**src/rtl/uc_min_pq_if.sv**
```systemverilog
// Engine/arbiter-facing bundle of the per-engine implied-unit-clause queue.
// The master side drives push/flush/pop; the slave side (the queue) drives head and status.
interface uc_min_pq_if #(
  parameter int unsigned DEPTH = 8,
  parameter int unsigned LIT_W = 16,
  parameter int unsigned CNT_W = $clog2(DEPTH) + 1
);
  logic             eng2pq_push;
  logic [LIT_W-1:0] eng2pq_lit;
  logic             eng2pq_flush;
  logic             uca2eng_pop;
  logic [LIT_W-1:0] pq2uca_min;
  logic             pq2uca_valid;
  logic             pq2uca_empty;
  logic             pq2eng_full;
  logic             pq2eng_overflow;
  logic [CNT_W-1:0] pq_count;

  modport master (
    output eng2pq_push, eng2pq_lit, eng2pq_flush, uca2eng_pop,
    input  pq2uca_min, pq2uca_valid, pq2uca_empty, pq2eng_full, pq2eng_overflow, pq_count
  );

  modport slave (
    input  eng2pq_push, eng2pq_lit, eng2pq_flush, uca2eng_pop,
    output pq2uca_min, pq2uca_valid, pq2uca_empty, pq2eng_full, pq2eng_overflow, pq_count
  );
endinterface

```
**src/rtl/uc_min_pq.sv**
```systemverilog
// Sorted min-queue of implied literals; slot 0 always holds the smallest live entry.
// Duplicates are dropped; a full push without a same-cycle pop sets a sticky overflow.
module uc_min_pq #(
  parameter int unsigned DEPTH = 8,
  parameter int unsigned LIT_W = 16,
  parameter int unsigned CNT_W = $clog2(DEPTH) + 1
) (
  input  logic          clk,
  input  logic          rst,
  uc_min_pq_if.slave    pq
);
  typedef logic [LIT_W-1:0] lit_t;

  lit_t             r_slot [DEPTH];
  logic [DEPTH-1:0] r_vld;
  logic [CNT_W-1:0] r_count;
  logic             r_ovf;

  lit_t             w_ps  [DEPTH];
  logic [DEPTH-1:0] w_pv;
  logic [DEPTH-1:0] w_lt;
  lit_t             w_sp  [DEPTH];
  logic [DEPTH-1:0] w_vp;
  logic [DEPTH-1:0] w_ltp;
  lit_t             w_ns  [DEPTH];
  logic [DEPTH-1:0] w_nv;
  logic [CNT_W-1:0] w_count_nxt;
  logic             w_ovf_nxt;
  logic             w_dup;
  logic             w_pop_eff;
  logic             w_room;
  logic             w_accept;

  always_comb begin
    w_dup = 1'b0;
    for (int unsigned i = 0; i < DEPTH; i++) begin
      if (r_vld[i] && (r_slot[i] == pq.eng2pq_lit)) w_dup = 1'b1;
    end
    w_pop_eff = pq.uca2eng_pop && r_vld[0];
    w_room    = !r_vld[DEPTH-1] || w_pop_eff;
    w_accept  = pq.eng2pq_push && !w_dup && w_room;
    w_ovf_nxt = r_ovf || (pq.eng2pq_push && !w_dup && !w_room);
    w_count_nxt = r_count + CNT_W'(w_accept) - CNT_W'(w_pop_eff);
  end

  // Insertion runs on the post-pop view so push+pop behaves as remove-then-insert.
  always_comb begin
    for (int unsigned i = 0; i < DEPTH - 1; i++) begin
      w_ps[i] = w_pop_eff ? r_slot[i+1] : r_slot[i];
      w_pv[i] = w_pop_eff ? r_vld[i+1]  : r_vld[i];
    end
    w_ps[DEPTH-1] = w_pop_eff ? '0   : r_slot[DEPTH-1];
    w_pv[DEPTH-1] = w_pop_eff ? 1'b0 : r_vld[DEPTH-1];

    for (int unsigned i = 0; i < DEPTH; i++) begin
      w_lt[i] = w_pv[i] && (w_ps[i] < pq.eng2pq_lit);
    end

    w_sp[0]  = '0;
    w_vp[0]  = 1'b1;
    w_ltp[0] = 1'b1;
    for (int unsigned i = 1; i < DEPTH; i++) begin
      w_sp[i]  = w_ps[i-1];
      w_vp[i]  = w_pv[i-1];
      w_ltp[i] = w_lt[i-1];
    end

    for (int unsigned i = 0; i < DEPTH; i++) begin
      w_ns[i] = w_ps[i];
      w_nv[i] = w_pv[i];
      if (w_accept) begin
        w_nv[i] = w_pv[i] || w_vp[i];
        if (w_lt[i])       w_ns[i] = w_ps[i];
        else if (w_ltp[i]) w_ns[i] = pq.eng2pq_lit;
        else               w_ns[i] = w_sp[i];
      end
      if (!w_nv[i]) w_ns[i] = '0;
    end
  end

  always_ff @(posedge clk or negedge rst) begin
    if (!rst) begin
      for (int unsigned i = 0; i < DEPTH; i++) r_slot[i] <= '0;
      r_vld   <= '0;
      r_count <= '0;
      r_ovf   <= 1'b0;
    end else if (pq.eng2pq_flush) begin
      for (int unsigned i = 0; i < DEPTH; i++) r_slot[i] <= '0;
      r_vld   <= '0;
      r_count <= '0;
      r_ovf   <= 1'b0;
    end else begin
      for (int unsigned i = 0; i < DEPTH; i++) r_slot[i] <= w_ns[i];
      r_vld   <= w_nv;
      r_count <= w_count_nxt;
      r_ovf   <= w_ovf_nxt;
    end
  end

  assign pq.pq2uca_min      = r_slot[0];
  assign pq.pq2uca_valid    = r_vld[0];
  assign pq.pq2uca_empty    = !r_vld[0];
  assign pq.pq2eng_full     = r_vld[DEPTH-1];
  assign pq.pq2eng_overflow = r_ovf;
  assign pq.pq_count        = r_count;
endmodule
```
**src/flat_wrapper.sv**
```systemverilog
// flat-port wrapper written by rule: the top's interface ports become plain ports
module uc_min_pq_flat 
#(
  parameter int unsigned DEPTH = 8,
  parameter int unsigned LIT_W = 16,
  parameter int unsigned CNT_W = $clog2(DEPTH) + 1
)
  (clk, rst, pq_eng2pq_push, pq_eng2pq_lit, pq_eng2pq_flush, pq_uca2eng_pop, pq_pq2uca_min, pq_pq2uca_valid, pq_pq2uca_empty, pq_pq2eng_full, pq_pq2eng_overflow, pq_pq_count);
  uc_min_pq_if #(.DEPTH(DEPTH), .LIT_W(LIT_W), .CNT_W(CNT_W)) pq_i ();
  input  logic clk;
  input  logic rst;
  input wire logic [$bits(pq_i.eng2pq_push)-1:0] pq_eng2pq_push;
  input wire logic [$bits(pq_i.eng2pq_lit)-1:0] pq_eng2pq_lit;
  input wire logic [$bits(pq_i.eng2pq_flush)-1:0] pq_eng2pq_flush;
  input wire logic [$bits(pq_i.uca2eng_pop)-1:0] pq_uca2eng_pop;
  output wire logic [$bits(pq_i.pq2uca_min)-1:0] pq_pq2uca_min;
  output wire logic [$bits(pq_i.pq2uca_valid)-1:0] pq_pq2uca_valid;
  output wire logic [$bits(pq_i.pq2uca_empty)-1:0] pq_pq2uca_empty;
  output wire logic [$bits(pq_i.pq2eng_full)-1:0] pq_pq2eng_full;
  output wire logic [$bits(pq_i.pq2eng_overflow)-1:0] pq_pq2eng_overflow;
  output wire logic [$bits(pq_i.pq_count)-1:0] pq_pq_count;
  assign pq_i.eng2pq_push = pq_eng2pq_push;
  assign pq_i.eng2pq_lit = pq_eng2pq_lit;
  assign pq_i.eng2pq_flush = pq_eng2pq_flush;
  assign pq_i.uca2eng_pop = pq_uca2eng_pop;
  assign pq_pq2uca_min = pq_i.pq2uca_min;
  assign pq_pq2uca_valid = pq_i.pq2uca_valid;
  assign pq_pq2uca_empty = pq_i.pq2uca_empty;
  assign pq_pq2eng_full = pq_i.pq2eng_full;
  assign pq_pq2eng_overflow = pq_i.pq2eng_overflow;
  assign pq_pq_count = pq_i.pq_count;
  uc_min_pq #(.DEPTH(DEPTH), .LIT_W(LIT_W), .CNT_W(CNT_W)) u_core (.clk(clk), .rst(rst), .pq(pq_i));
endmodule
```
**config.mk**
```make
export PLATFORM = sky130hd
export DESIGN_NAME = uc_min_pq_flat
export DESIGN_NICKNAME = d
export VERILOG_FILES = /design/src/rtl/uc_min_pq_if.sv /design/src/rtl/uc_min_pq.sv /design/src/flat_wrapper.sv
export SDC_FILE = /design/constraint.sdc
export NUM_CORES = 1
export LEC_CHECK = 0
export BUFFER_PORTS_ARGS = -buffer_cell sky130_fd_sc_hd__clkbuf_2
export CAP_MARGIN = 25
export CORE_MARGIN = 10
export CORE_UTILIZATION = 67
export DETAILED_ROUTE_END_ITERATION = 12
export GPL_TIMING_DRIVEN = 1
export HOLD_SLACK_MARGIN = 0.1
export PLACE_DENSITY = 0.94
export SETUP_SLACK_MARGIN = 0.2
export SYNTH_ARGS = -nofsm -noshare
export SYNTH_HDL_FRONTEND = slang
export SYNTH_SLANG_ARGS = --single-unit
```
**constraint.sdc**
```tcl
create_clock -name clk -period 7.79 [get_ports clk]
set_clock_uncertainty 0.1 [all_clocks]
set_input_delay 0.779 -clock clk [delete_from_list [all_inputs] [get_ports clk]]
set_output_delay 0.779 -clock clk [all_outputs]
set_load 0.02 [all_outputs]
```
==> impl_metrics.py, run 1 <==
metrics = {
    "die": {
        "fp.coreArea_um2": 19400,
        "io_pins": 45,
        "dieArea_um2": 25600,
        "die_x_um": 160,
        "start_util_pct": 67.8,
        "die_h_um": 160,
        "num_rows": 51,
    },
    "sta": {
        "fin_crit_sh_pct": 74.2,
        "tns_ns": 0,
        "tightestPinTransition_ns": 1.09,
        "post-route-min-period_ns": 5.78,
        "max_freq_mhz": 173,
        "finalSetupViolations": 0,
        "drv_slew": 0,
        "holdWs_ns": 0.290,
        "worst_slack_ns": 2.01,
        "report.final.hold_viol_count": 0,
        "maxSlewHeadroom_pct": 27.4,
        "rsz0062_at_grt": "no",
    },
    "finish": {
        "syn2layout_area_growth_pct": 3.72,
        "fin_util_pct": 70.3,
        "drive_gt1_share_pct": 11.9,
        "fin_area_um2": 13600,
        "finalNetCount": 1623,
        "insertedDiodeCount": 0,
        "fin_cells": 1770,
    },
    "synth": {
        "synth_ff_type": "dfrtp_1",
        "synth_edf_count": 0,
        "synth-simple-area-share_pct": 18.4,
        "synth_top_family_by_area": "simple AND/OR/NAND/NOR gates",
        "postSynthCellCount": 1538,
        "synth-xor-area-share_pct": 8.78,
        "synthTopCellsByArea": "dfrtp_1 27%, ha_1 10%, nand2_1 10%",
        "synth_area_um2": 13200,
        "yosys_register_bits": 141,
        "async_flop_share_pct": 100,
        "synth-compound-area-share_pct": 15.2,
        "synth_top_cell_by_area": "dfrtp_1",
        "syn-num-nets": 1669,
        "synth_common_cells": "359 x nand2_1, 141 x dfrtp_1, 112 x mux2i_1",
        "yosysMostFrequentCell": "nand2_1",
        "synth_top_area_share_pct": 26.8,
        "ys_warn_count": 0,
        "synth_adder_area_share_pct": 10.5,
        "synth_area_per_cell_um2": 8.55,
        "ys_seq_area_share_pct": 26.8,
        "synth_mux_area_share_pct": 12.6,
        "synth.distinct_cells": 65,
    },
    "worst_setup_path": {
        "cp.arrival_ns": 6.03,
        "critPathMaxStageDelay_ns": 0.92,
        "rr_endpoint": "u_core.r_slot[48]",
        "r2r-start": "u_core.r_vld[0]",
        "r2r_slack_ns": 2.01,
        "critPathTopFamily": "buffers and inverters",
        "crit_path_cell_trace": "nand2_4 > clkinv_2 > buf_12 > nand2_1 > nand2_1 > ha_1 > a21o_1 > a21o_1 > a21oi_1 > a211oi_1 > a21oi_2 > buf_4 > nor3_4 > mux2_2 > a21oi_1",
        "worstSetupStartpointType": "flip-flop",
        "path_buf_inv": 3,
        "worst-path-max-fanout": 63,
        "r2r_cells": 15,
        "crit_required_ns": 8.04,
        "crit_type": "flip-flop to flip-flop",
        "critPathCaptureType": "flip-flop",
        "crit_slowest_cell": "clkinv_2",
    },
    "placed_design": {
        "dp.cells": 1735,
        "dp_hpwl_um": 29200,
        "dpl_cell_area_um2": 13000,
        "post-place-ws_ns": 1.83,
        "port_buffers": 44,
        "gp_congestion": 1.01,
    },
    "power": {
        "p_total_mw": 1.99,
        "irDropWorstVdd_mv": 0.160,
        "powerDensity_nw_per_um2": 146,
        "leakage_nw": 7.19,
    },
    "grt": {
        "grt.overflow.total": 0,
        "grt.total_usage_pct": 34.1,
        "grt_max_degree": 79,
        "antenna_found_initial": 0,
        "grt_pass1_wl_um": 69700,
        "grt_pass1_vias": 12500,
    },
    "detailed_routing": {
        "drt-wirelength-per-cell_um": 25.6,
        "drcViolationCount": 0,
        "routed_wirelength_um": 45400,
        "final_antenna_net_count": 0,
        "viasPerCell": 7.24,
        "dr.pass1.iters": 7,
        "vias": 12800,
        "drt_iter0_markers": 2414,
    },
    "cts": {
        "clockRootBuffer": "clkbuf_16",
        "post_cts_buffers": 0,
        "cts_buffers": 17,
        "cts_tree": "built",
        "clk_latency_ns": 0.45,
        "clk_pin_slew_worst_paths_ns": 0.08,
        "cts.htree.levels": 4,
        "ctsResizeCount": 0,
        "cts_max_path_buffers": 2,
        "hold_buffers": 0,
        "clkSinkCount": 141,
    },
    "run": {
        "cap_violations": 0,
    },
    "min_path": {
        "hold_path.class": "input pin to asynchronous set/reset pin",
    },
    "outcome": {
        "status": "complete, no violations",
    },
}
registers in the layout, indices dropped and copies added (netlist names):
name                       cells
u_core.pq.pq2uca_min          16
u_core.pq.pq2eng_overflow      1
u_core.pq.pq_count             4
u_core.r_slot                112
u_core.r_vld                   8
placed cells by master (no fill, tap or decap), types with 13 or more instances in the layout:
cell type | Yosys | routed
o211ai_1 | 23 | 23
clkbuf_2 | 0 | 43
ha_1 | 109 | 109
o211a_1 | 17 | 17
dfrtp_1 | 141 | 141
nand2_1 | 359 | 358
mux2_2 | 48 | 48
clkbuf_16 | 0 | 17
xor2_1 | 98 | 98
a21o_1 | 37 | 37
mux2i_1 | 112 | 112
xnor2_1 | 32 | 32
nand4_1 | 29 | 29
o21ai_0 | 29 | 29
and2_1 | 15 | 15
nor2_1 | 53 | 53
a211oi_1 | 28 | 28
nand3_1 | 13 | 13
a21oi_1 | 104 | 104
nor4_1 | 21 | 21
inv_1 | 42 | 42
final cells by class:
type | count | area (um2)
clock inverter | 11 | 110
sequential | 141 | 3530
multi-input combinational | 1228 | 8650
clock buffer | 21 | 460
fill | 1400 | 5750
inverter | 44 | 166
tap | 265 | 332
timing repair buffer | 60 | 398
power breakdown:
| group | internal (mW) | leakage [nW] | total [mW] | switching [mW] |
|---|---|---|---|---|
| clock network | 0.460 | 0.271 | 0.824 | 0.364 |
| logic | 0.131 | 4.96 | 0.405 | 0.273 |
| registers | 0.745 | 1.96 | 0.762 | 0.0168 |
| total | 1.34 | 7.19 | 1.99 | 0.654 |
cells by family after synthesis:
kind of cell / Yosys count
DFF: 141
and+or+nand+nor: 543
buffers and inverters: 169
xor gates and xnor gates: 131
adders and majority gates: 110
AOI/OAI and AO/OA: 284
muxes: 160
routing by layer:
layer / share of wire [%] / wire [um] / track usage (%)
met1: 34 / 15300 / 39.8
met2: 43 / 19700 / 52.0
met3: 15 / 6620 / 11.6
met4: 8.4 / 3800 / 23.5
met5: 0 / 0 / 0
worst max path at each step:
stage	from	endpoint	slack [ns]	cells past startpoint
2_1_floorplan	pq_uca2eng_pop	u_core.r_slot[103]	3.64	16
3_3_place_gp	pq_uca2eng_pop	u_core.r_slot[37]	2.05	15
3_5_place_dp	pq_uca2eng_pop	u_core.r_slot[29]	1.83	16
4_1_cts	u_core.r_vld[0]	u_core.r_slot[29]	1.96	15
5_1_grt	u_core.r_vld[0]	u_core.r_slot[44]	1.74	15
6_report	u_core.r_vld[0]	u_core.r_slot[48]	2.01	15
Note: power is estimated with default switching activity, not from simulation.
==> inputs of run 2 (changes only) <==
CORE_UTILIZATION = 64   (was 67)
PLACE_DENSITY = 0.91   (was 0.94)
clock period = 5.6 ns   (was 7.79 ns; I/O delays follow)
==> impl_metrics.py, run 2 (synthesis results as in run 1) <==
metrics = {
    "outcome": {
        "status": "complete, no violations",
    },
    "die": {
        "die_x_um": 163,
        "num_rows": 52,
        "die_h_um": 163,
        "dieArea_um2": 26700,
        "io_pins": 45,
        "fp.coreArea_um2": 20200,
        "start_util_pct": 65.0,
    },
    "detailed_routing": {
        "drcViolationCount": 0,
        "vias": 12500,
        "drt-wirelength-per-cell_um": 24.9,
        "drt_iter0_markers": 2345,
        "routed_wirelength_um": 44300,
        "final_antenna_net_count": 0,
        "dr.pass1.iters": 7,
        "viasPerCell": 7.05,
    },
    "worst_setup_path": {
        "critPathMaxStageDelay_ns": 0.83,
        "crit_slowest_cell": "nor3_4",
        "r2r_cells": 14,
        "r2r-start": "u_core.r_vld[0]",
        "cp.arrival_ns": 4.81,
        "worst-path-max-fanout": 70,
        "crit_required_ns": 5.79,
        "path_buf_inv": 2,
        "worstSetupStartpointType": "flip-flop",
        "rr_endpoint": "u_core.r_slot[67]",
        "crit_type": "flip-flop to flip-flop",
        "critPathCaptureType": "flip-flop",
        "critPathTopFamily": "simple AND/OR/NAND/NOR gates",
        "crit_path_cell_trace": "nand2_4 > clkinv_2 > buf_12 > nand2_1 > nand2_1 > ha_1 > a21o_1 > a21o_1 > a21oi_1 > a211oi_1 > a21oi_4 > nor3_4 > mux2i_1 > a21oi_1",
        "r2r_slack_ns": 0.99,
    },
    "power": {
        "p_total_mw": 2.88,
        "leakage_nw": 7.24,
        "clock_power_share_pct": 43.5,
        "switching_share_pct": 31.7,
        "combPwrFrac_pct": 19.6,
        "pwr-share-seq_pct": 36.9,
        "p_int_mw": 1.97,
        "p_sw_uw": 911,
        "irDropWorstVdd_mv": 0.236,
        "powerDensity_nw_per_um2": 209,
    },
    "sta": {
        "max_freq_mhz": 217,
        "rsz0062_at_grt": "no",
        "drv_slew": 0,
        "tightestPinTransition_ns": 1.03,
        "report.final.hold_viol_count": 0,
        "post-route-min-period_ns": 4.61,
        "tns_ns": 0,
        "finalSetupViolations": 0,
        "fin_crit_sh_pct": 82.4,
        "maxSlewHeadroom_pct": 31.2,
    },
    "cts": {
        "cts_buffers": 17,
        "post_cts_buffers": 0,
        "clk_pin_slew_worst_paths_ns": 0.07,
        "cts_max_path_buffers": 2,
        "cts_tree": "built",
        "ctsResizeCount": 0,
        "clk_latency_ns": 0.45,
        "clkSinkCount": 141,
        "hold_buffers": 0,
        "clockRootBuffer": "clkbuf_16",
        "cts.htree.levels": 4,
    },
    "finish": {
        "mostFrequentLayoutCells": "358 x nand2_1, 141 x dfrtp_1, 112 x mux2i_1",
        "top_register": "u_core.r_slot",
        "multi_input_comb_area_um2": 8650,
        "finalNetCount": 1628,
        "nFillCells": 1494,
        "insertedDiodeCount": 0,
        "layout_commonest_cell": "nand2_1",
        "drive_gt1_share_pct": 12.3,
        "register_area_um2": 3530,
        "largest_reg_flops": 112,
        "syn2layout_area_growth_pct": 4.39,
    },
    "grt": {
        "grt.overflow.total": 0,
        "antenna_found_initial": 0,
        "grt_pass1_wl_um": 68500,
        "grt_max_degree": 92,
        "grt.total_usage_pct": 32.8,
        "grt_pass1_vias": 12300,
    },
    "run": {
        "cap_violations": 0,
    },
    "min_path": {
        "hold_path.class": "input pin to asynchronous set/reset pin",
    },
    "placed_design": {
        "dp_hpwl_um": 29300,
        "gp_congestion": 0.964,
        "port_buffers": 44,
    },
}
-- run 2: layer usage --
layer  GRT usage, %  wire length, um
met4           21.6             3590
met5              0                0
met1           38.9            15500
met2           50.6            19600
met3           9.89             5670
-- run 2: power groups by stage --
stage | Clock [mW] | Sequential, mW | Combinational (mW)
after floorplan | 0 | 1.08 | 0.394
after global placement | 0 | 1.08 | 0.506
after detailed placement | 0 | 1.08 | 0.530
after CTS | 1.23 | 1.06 | 0.536
after global routing | 1.28 | 1.06 | 0.593
final | 1.25 | 1.06 | 0.563
-- run 2: worst max path at each step --
stage	startpoint	end	slack [ns]	cells after the start
2_1_floorplan	u_core.r_vld[0]	u_core.r_slot[103]	1.53	17
3_3_place_gp	pq_uca2eng_pop	u_core.pq.pq2uca_min[14]	1.29	15
3_5_place_dp	pq_uca2eng_pop	u_core.pq.pq2uca_min[11]	1.02	15
4_1_cts	u_core.r_vld[0]	u_core.pq.pq2uca_min[5]	0.99	14
5_1_grt	u_core.r_vld[0]	u_core.r_slot[64]	0.84	14
6_report	u_core.r_vld[0]	u_core.r_slot[67]	0.99	14
-- run 2: worst reg2reg max path, cell delays in order, from the launching register on --
cell and delay (ns):
dfrtp_1 0.68, nand2_4 0.23, clkinv_2 0.32, buf_12 0.34, nand2_1 0.17, nand2_1 0.10
ha_1 0.32, a21o_1 0.11, a21o_1 0.13, a21oi_1 0.10, a211oi_1 0.39, a21oi_4 0.26
nor3_4 0.84, mux2i_1 0.31, a21oi_1 0.06
-- run 2: cell type report --
cell class	count	share of cell area (%)
Clock buffer	17	3.10
Clock inverter	15	1.41
Inverter	44	1.21
Multi-Input combinational cell	1228	63.0
Sequential cell	141	25.7
Tap cell	270	2.46
Timing Repair Buffer	65	3.14
-- run 2: metrics by stage --
stage | hold WS [ns] | setup WS, ns | std cells | area (um2) | util, %
floorplan | 0.164 | 1.53 | 1538 | 13200 | -
global placement | 0.424 | 1.29 | 1745 | 13100 | 64.5
detailed placement | 0.452 | 1.02 | 1745 | 13100 | 64.5
CTS | 0.148 | 0.994 | 1777 | 13700 | 67.6
global route | 0.183 | 0.845 | 1780 | 13700 | 67.9
finish | 0.101 | 0.986 | 1780 | 13700 | 67.9
==> inputs of run 3 (changes only) <==
CORE_UTILIZATION = 58   (was 64)
PLACE_DENSITY = 0.87   (was 0.91)
clock period = 4 ns   (was 5.6 ns; I/O delays follow)
==> impl_metrics.py, run 3 (synthesis results as in run 1) <==
metrics = {
    "outcome": {
        "status": "complete, no violations",
    },
    "worst_setup_path": {
        "crit_required_ns": 4.23,
        "worstSetupStartpointType": "flip-flop",
        "cp.arrival_ns": 3.89,
        "r2r-start": "u_core.r_vld[0]",
        "worst-path-max-fanout": 47,
        "rr_endpoint": "u_core.r_slot[101]",
        "critPathCaptureType": "flip-flop",
        "crit_type": "flip-flop to flip-flop",
        "r2r_cells": 16,
        "r2r_slack_ns": 0.35,
    },
    "power": {
        "p_total_mw": 4.16,
        "leakage_nw": 7.52,
        "irDropWorstVdd_mv": 0.274,
        "powerDensity_nw_per_um2": 292,
    },
    "detailed_routing": {
        "drcViolationCount": 0,
        "routed_wirelength_um": 44600,
        "vias": 12500,
        "drt_iter0_markers": 1959,
        "final_antenna_net_count": 0,
        "dr.pass1.iters": 8,
        "drt-wirelength-per-cell_um": 24.2,
        "viasPerCell": 6.76,
    },
    "run": {
        "cap_violations": 0,
    },
    "min_path": {
        "worstHoldStart": "pq_eng2pq_flush",
        "hold_path.class": "input pin to flip-flop",
        "min_delay_path_depth": 2,
        "worstHoldEndpoint": "u_core.pq.pq_count[1]",
    },
    "grt": {
        "grt.total_usage_pct": 30.3,
        "antenna_found_initial": 0,
        "grt.overflow.total": 0,
        "grt_max_degree": 88,
        "grt_pass1_vias": 12500,
        "grt_pass1_wl_um": 69000,
    },
    "placed_design": {
        "port_buffers": 44,
        "dpl_cell_area_um2": 13500,
        "gp_congestion": 1.06,
        "dp_hpwl_um": 31100,
        "post-place-ws_ns": 0.244,
        "dp.cells": 1809,
    },
    "sta": {
        "holdWs_ns": 0.233,
        "post-route-min-period_ns": 3.65,
        "drv_slew": 0,
        "maxSlewHeadroom_pct": 32.4,
        "report.final.hold_viol_count": 0,
        "finalSetupViolations": 0,
        "tightestPinTransition_ns": 1.01,
        "max_freq_mhz": 274,
        "rsz0062_at_grt": "no",
        "fin_crit_sh_pct": 91.3,
        "tns_ns": 0,
        "worst_slack_ns": 0.348,
    },
    "finish": {
        "drive_gt1_share_pct": 15.0,
        "top_register": "u_core.r_slot",
        "fin_util_pct": 63.2,
        "layout_commonest_cell": "nand2_1",
        "insertedDiodeCount": 0,
        "largest_reg_flops": 112,
        "fin_cells": 1843,
        "finalNetCount": 1676,
        "mostFrequentLayoutCells": "358 x nand2_1, 141 x dfrtp_1, 112 x mux2i_1",
        "syn2layout_area_growth_pct": 8.07,
        "fin_area_um2": 14200,
    },
    "die": {
        "io_pins": 45,
        "die_x_um": 171,
        "die_h_um": 171,
        "fp.coreArea_um2": 22500,
        "dieArea_um2": 29100,
        "num_rows": 55,
        "start_util_pct": 58.5,
    },
    "cts": {
        "cts_tree": "built",
        "clockRootBuffer": "clkbuf_16",
        "clkSinkCount": 141,
        "cts_buffers": 17,
        "cts_max_path_buffers": 2,
        "cts.htree.levels": 4,
        "clk_pin_slew_worst_paths_ns": 0.07,
        "clk_latency_ns": 0.45,
    },
}
-- run 3: cell types whose count changed in the layout (fill, tap and decap cells not counted), sizes merged --
cell,delta
dlygate4sd3,+1
clkinvlp,-2
clkinv,-3
bufinv,+1
buf,+47
inv,-1
clkbuf,+5
-- run 3: critical path: stages (launching register included) --
cell and delay [ns]:
dfrtp_1 0.41, nand2_4 0.09, clkinv_2 0.08, buf_6 0.35
nand2_1 0.09, nand2_1 0.22, ha_1 0.21, a21o_1 0.13
a21o_1 0.12, a21oi_1 0.09, a211oi_1 0.35, a21oi_2 0.12
buf_4 0.18, nor3_4 0.40, buf_4 0.27, nor2_1 0.06
a211oi_1 0.25
-- run 3: worst max-delay path by stage --
stage	from	to	slack, ns	cells past startpoint
after floorplan	u_core.r_vld[0]	u_core.r_slot[28]	0.20	17
after global placement	pq_eng2pq_lit[5]	u_core.r_slot[82]	0.35	11
after detailed placement	pq_eng2pq_lit[5]	u_core.r_slot[67]	0.24	11
after CTS	u_core.r_vld[0]	u_core.r_slot[91]	0.36	14
after global routing	u_core.r_vld[0]	u_core.r_slot[106]	0.24	16
final	u_core.r_vld[0]	u_core.r_slot[101]	0.35	16
-- run 3: area by class of cell --
cell class / instances / area, um2
multi-input cells: 1228 / 8670
inverters: 44 / 166
clock inverters: 10 / 181
fillers: 1789 / 8280
well taps: 285 / 357
flip-flops and latches: 141 / 3530
repair buffers: 113 / 826
clock buffers: 22 / 494
-- run 3: metal layers --
metal | share of wire (%) | vias to the layer above | GRT usage, % | wire length, um
li1 | - | 5338 | - | -
met2 | 44 | 953 | 47.2 | 19800
met1 | 36 | 5867 | 35.9 | 16100
met5 | 0.11 | - | 0 | 47
met4 | 7.5 | 2 | 20.4 | 3360
met3 | 12 | 293 | 8.18 | 5380
-- run 3: repair_timing --
action | CTS | global route
resized for setup | 0 | 1
hold endpoints to repair | 86 | 0
hold buffers | 1 | 0
buffers inserted | 0 | 1
setup endpoints to repair | 0 | 29
-- run 3: report_power, final --
group	internal [mW]	switching (mW)	leakage (nW)
logic	0.288	0.532	5.23
registers	1.45	0.0299	1.96
clock network	1.19	0.666	0.333
total	2.93	1.23	7.52
